`config.mk`:
```
export PLATFORM = sky130hd
export DESIGN_NAME = pc_fetch_ctrl
export DESIGN_NICKNAME = d
export VERILOG_FILES = /design/src/rtl/pc_fetch_ctrl.sv
export SDC_FILE = /design/constraint.sdc
export NUM_CORES = 1
export LEC_CHECK = 0
export ABC_AREA = 1
export BUFFER_PORTS_ARGS = -buffer_cell sky130_fd_sc_hd__buf_2
export CORE_UTILIZATION = 55
export DETAILED_ROUTE_END_ITERATION = 6
export PLACE_DENSITY = 0.84
export SYNTH_ARGS = -nofsm -noshare
export SYNTH_HDL_FRONTEND = slang
export SYNTH_SLANG_ARGS = --single-unit
```
`constraint.sdc`:
```
create_clock -name clk -period 4.2 [get_ports clk]
set_input_delay 0.42 -clock clk [delete_from_list [all_inputs] [get_ports clk]]
set_output_delay 0.42 -clock clk [all_outputs]
set_load 0.01 [all_outputs]
```
`src/rtl/pc_fetch_ctrl.sv`:
```
// Program counter and single-outstanding instruction fetch sequencer.
// Applies branch/jump redirects and drops responses made stale by them.
module pc_fetch_ctrl #(
  parameter int unsigned           CPU_WIDTH = 64,
  parameter logic [CPU_WIDTH-1:0]  RESET_PC  = CPU_WIDTH'(64'h8000_0000)
) (
  input  logic                 clk,
  input  logic                 rst_n,
  input  logic                 ena,
  input  logic                 redirect_valid,
  input  logic [CPU_WIDTH-1:0] redirect_pc,
  output logic                 imem_req_valid,
  output logic [CPU_WIDTH-1:0] imem_req_addr,
  input  logic                 imem_req_ready,
  input  logic                 imem_rsp_valid,
  input  logic [31:0]          imem_rsp_data,
  output logic                 inst_valid,
  output logic [31:0]          inst_data,
  output logic [CPU_WIDTH-1:0] inst_pc,
  input  logic                 inst_ready,
  output logic                 misalign_err
);

  typedef enum logic [1:0] {StIdle, StReq, StWait, StHold} state_e;

  state_e               state_q, state_d;
  logic [CPU_WIDTH-1:0] pc_q, pc_d;
  logic                 discard_q, discard_d;
  logic [31:0]          inst_data_q, inst_data_d;
  logic [CPU_WIDTH-1:0] inst_pc_q, inst_pc_d;
  logic                 misalign_q, misalign_d;

  logic redir_ok;
  logic redir_bad;

  // A misaligned target is dropped as if no redirect had been requested.
  assign redir_ok  = redirect_valid && (redirect_pc[1:0] == 2'b00);
  assign redir_bad = redirect_valid && (redirect_pc[1:0] != 2'b00);

  always_comb begin
    state_d     = state_q;
    pc_d        = pc_q;
    discard_d   = discard_q;
    inst_data_d = inst_data_q;
    inst_pc_d   = inst_pc_q;
    misalign_d  = redir_bad;

    if (redir_ok) begin
      pc_d = redirect_pc;
    end

    unique case (state_q)
      StIdle: begin
        if (!redir_ok && ena) begin
          state_d = StReq;
        end
      end
      StReq: begin
        if (imem_req_ready) begin
          state_d = StWait;
          // The request just accepted still targets the old PC.
          if (redir_ok) begin
            discard_d = 1'b1;
          end
        end
      end
      StWait: begin
        if (redir_ok) begin
          if (imem_rsp_valid) begin
            discard_d = 1'b0;
            state_d   = StReq;
          end else begin
            discard_d = 1'b1;
          end
        end else if (imem_rsp_valid) begin
          if (discard_q) begin
            discard_d = 1'b0;
            state_d   = StReq;
          end else begin
            inst_data_d = imem_rsp_data;
            inst_pc_d   = pc_q;
            pc_d        = pc_q + CPU_WIDTH'(4);
            state_d     = StHold;
          end
        end
      end
      StHold: begin
        if (redir_ok || inst_ready) begin
          state_d = ena ? StReq : StIdle;
        end
      end
      default: state_d = StIdle;
    endcase
  end

  always_ff @(posedge clk or negedge rst_n) begin
    if (!rst_n) begin
      state_q     <= StIdle;
      pc_q        <= RESET_PC;
      discard_q   <= 1'b0;
      inst_data_q <= '0;
      inst_pc_q   <= '0;
      misalign_q  <= 1'b0;
    end else begin
      state_q     <= state_d;
      pc_q        <= pc_d;
      discard_q   <= discard_d;
      inst_data_q <= inst_data_d;
      inst_pc_q   <= inst_pc_d;
      misalign_q  <= misalign_d;
    end
  end

  assign imem_req_valid = (state_q == StReq);
  assign imem_req_addr  = pc_q;
  assign inst_valid     = (state_q == StHold);
  assign inst_data      = inst_data_q;
  assign inst_pc        = inst_pc_q;
  assign misalign_err   = misalign_q;

endmodule

```
==> qor.txt <==
Met1 usage -> 0.4507
# clock sinks -> 164
Worst path arrival time -> 3.10 ns
Placed inst area -> 10,440 um2
Clock latency at the later pin of the worst-skew pair -> 0.43 ns
Clock Tree Root -> clkbuf_16
Met3 Use GR -> 0.07011
Effective utilization at floorplan -> 0.5638
Core Area -> 15,940 um2
Vias in the first global route -> 8,686
CTS Hold Bufs -> 0
LEAKAGE -> 5.852 nW
Post-synth EDFFs -> 0
Area grow syn2layout -> 22.62%
Slew margin rel. -> 0.3369
Syn Area/Cell -> 7.174 um2
Max Buffers Root-to-Sink -> 2
Final Skew -> 0.007925 ns
Multi-input combinational cell area -> 4234 um2
Tot GR Track Use -> 0.3372
Fillcell total -> 1,392
Synth async-reset ratio -> 1.000
Outcome -> finished clean
First-pass GRT wire length -> 43,560 um
Top cells by area, synth -> dfrtp_1 (45%), nand2_1 (19%), nor2_1 (5.8%)
Cells on worst reg2reg path -> 8
WL/cell -> 16.17 um
Fin cells -> 1,724
CTS H-Tree Depth -> 4
Dominant synthesized flop cell -> dfrtp_1
Synth cell count leaders -> nand2_1 (457), dfrtp_1 (163), nor2_1 (138)
HP Class -> in2async
Setup crit start kind -> flip-flop
Cell taking the most area after synthesis -> dfrtp_1
Critical path required time -> 4.54 ns
Largest net degree at the start of global routing -> 106
Die W -> 129.8 um
# resized after CTS -> 0
Final Hold Fails -> 0
Period utilisation layout -> 0.6582
Layout cells sized above 1 -> 0.2376
I/O pin count -> 266
Detail Route Antenna Nets -> 0
Gpl congestion -> 0.9582
R2r setup slk -> 1.44 ns
FP Rows -> 46
Source of the critical timing path -> discard_q
Worst vdd ir -> 0.3221 mV
RSZ-0062 raised after global routing -> false
Die Span Y -> 129.8 um
DPL Wire Length -> 19,980 um
FF-to-FF Start -> discard_q
FF+latch count, synth -> 164
Achievable Freq -> 361.7 MHz
Tmin final -> 2.765 ns
Count leader, synth -> nand2_1
Via count -> 9,388
Post-Syn Instances -> 1,253
Synth top area share -> 0.4538
IO buf count -> 265
Routed WL -> 27,880 um
Die Footprint -> 16,860 um2
GR Util met2 -> 0.5354
FF-to-FF End -> imem_req_addr[24]
DR iter-0 viols -> 970
# Max-Cap Violations -> 0
Worst Setup Path Type -> reg2reg
Drt drc -> 0
Warnings from Yosys -> 0
Pwr Density -> 663.9 nW/um2
Gr busiest metal -> met2
Cts bufs inserted -> 17
Clock-pin slew on the worst setup and hold paths -> 0.07 ns
CTS tree -> done
FF/Latch Area -> 4105 um2
Setup_tns -> 0 ns
Post-Syn Nets -> 1,357
Initial antenna violation count -> 1
Post-synth cell types -> 43
DR vias/cell -> 5.445
GR Overflow Total -> 0
Final instance area -> 11,020 um2
CP Max Fanout -> 29
# Post-CTS Setup Buffers -> 0
Placed insts -> 1,691
Worst-Margin Slew -> 0.9947 ns
Final setup viols -> 0
Sequential-to-total area share from yosys stat -> 0.4567
Final Max Slew Viols -> 0
Layout Nets -> 1,598
First drt pass iteration count -> 7
Syn Std Cell Area -> 8989 um2
Critical Path End Type -> flip-flop
[metrics by stage]
stage,worst slack (ns),util,total power [mW],hold slack (ns)
finish,1.435,0.6913,7.317,0.09790
global route,1.221,0.6913,7.864,0.1777
CTS,1.477,0.6912,7.306,0.1613
detailed placement,1.427,0.6550,5.759,0.4600
global placement,1.549,0.6550,5.658,0.4577
floorplan,2.435,-,4.492,0.1244
[sequential cells by signal (all words and copies together) (netlist names)]
name,cells
discard_q,1
imem_req_addr,64
inst_data,32
misalign_err,1
inst_pc,64
state_q,2
[worst max-delay path, stage by stage, from the launching register on]
cell and delay, ns:
dfrtp_1 0.40, inv_1 0.06, nand2_1 0.21, nor2_2 0.54, inv_1 0.55, buf_4 0.40, nor2_1 0.20, nand3_1 0.10
a31oi_1 0.22
[power by group]
| part | internal, mW | switching [mW] | total, mW | leakage, nW |
|---|---|---|---|---|
| Combinational | 1.10 | 1.85 | 2.95 | 3.57 |
| Clock | 0.855 | 0.672 | 1.53 | 0.282 |
| Sequential | 2.25 | 0.595 | 2.84 | 2.00 |
[how the worst max path moves through the flow]
| stage | end | slack [ns] | cells after the start |
|---|---|---|---|
| global route | inst_data[8] | 1.22 | 9 |
| finish | imem_req_addr[24] | 1.44 | 8 |
| global placement | imem_req_addr[16] | 1.55 | 10 |
| CTS | inst_data[8] | 1.48 | 9 |
| detailed placement | imem_req_addr[16] | 1.43 | 10 |
| floorplan | imem_req_addr[46] | 2.43 | 12 |
[placed cells by master, fill, tap and decap left out, types with 3 or more instances in the layout]
master	count
a21oi_1	24
a22o_1	3
a31oi_1	4
buf_2	264
buf_4	8
clkbuf_16	17
clkinv_2	3
clkinv_4	4
dfrtp_1	163
inv_1	107
inv_2	4
nand2_1	455
nand2_2	8
nand3_1	59
nand3b_1	4
nand4_1	27
nand4_2	3
nor2_1	138
nor2_2	12
nor2_4	11
nor3_1	20
nor3_2	3
nor3b_1	11
o211ai_1	3
o21ai_0	97
o21ai_1	17
o22ai_1	3
xor2_1	6
[layout make-up]
type / instances / share of cell area
diodes: 1 / 0.0002270
clock buffers: 19 / 0.04109
clock inverters: 13 / 0.01124
inverters: 112 / 0.03814
multi-input cells: 925 / 0.3842
flip-flops and latches: 164 / 0.3725
well taps: 216 / 0.02452
repair buffers: 274 / 0.1282
[metal layers]
metal	wire length, um	part of all wire
met1	11410	0.41
met3	2702	0.097
met4	861	0.031
met5	0	0
met2	12900	0.46
[cells by family (layout without fill, tap and decap cells)]
kind of cell	after synthesis	after routing	share of synthesized area
simple gates	759	759	0.3679
mux	1	1	0.001114
flops	164	164	0.4567
buf+inv	164	418	0.07336
xor+xnor	7	7	0.006821
other cells	0	1	0
compound gates	157	157	0.09271
fa+ha+maj	1	1	0.001392
No activity file was read; power rests on OpenSTA's default activity.
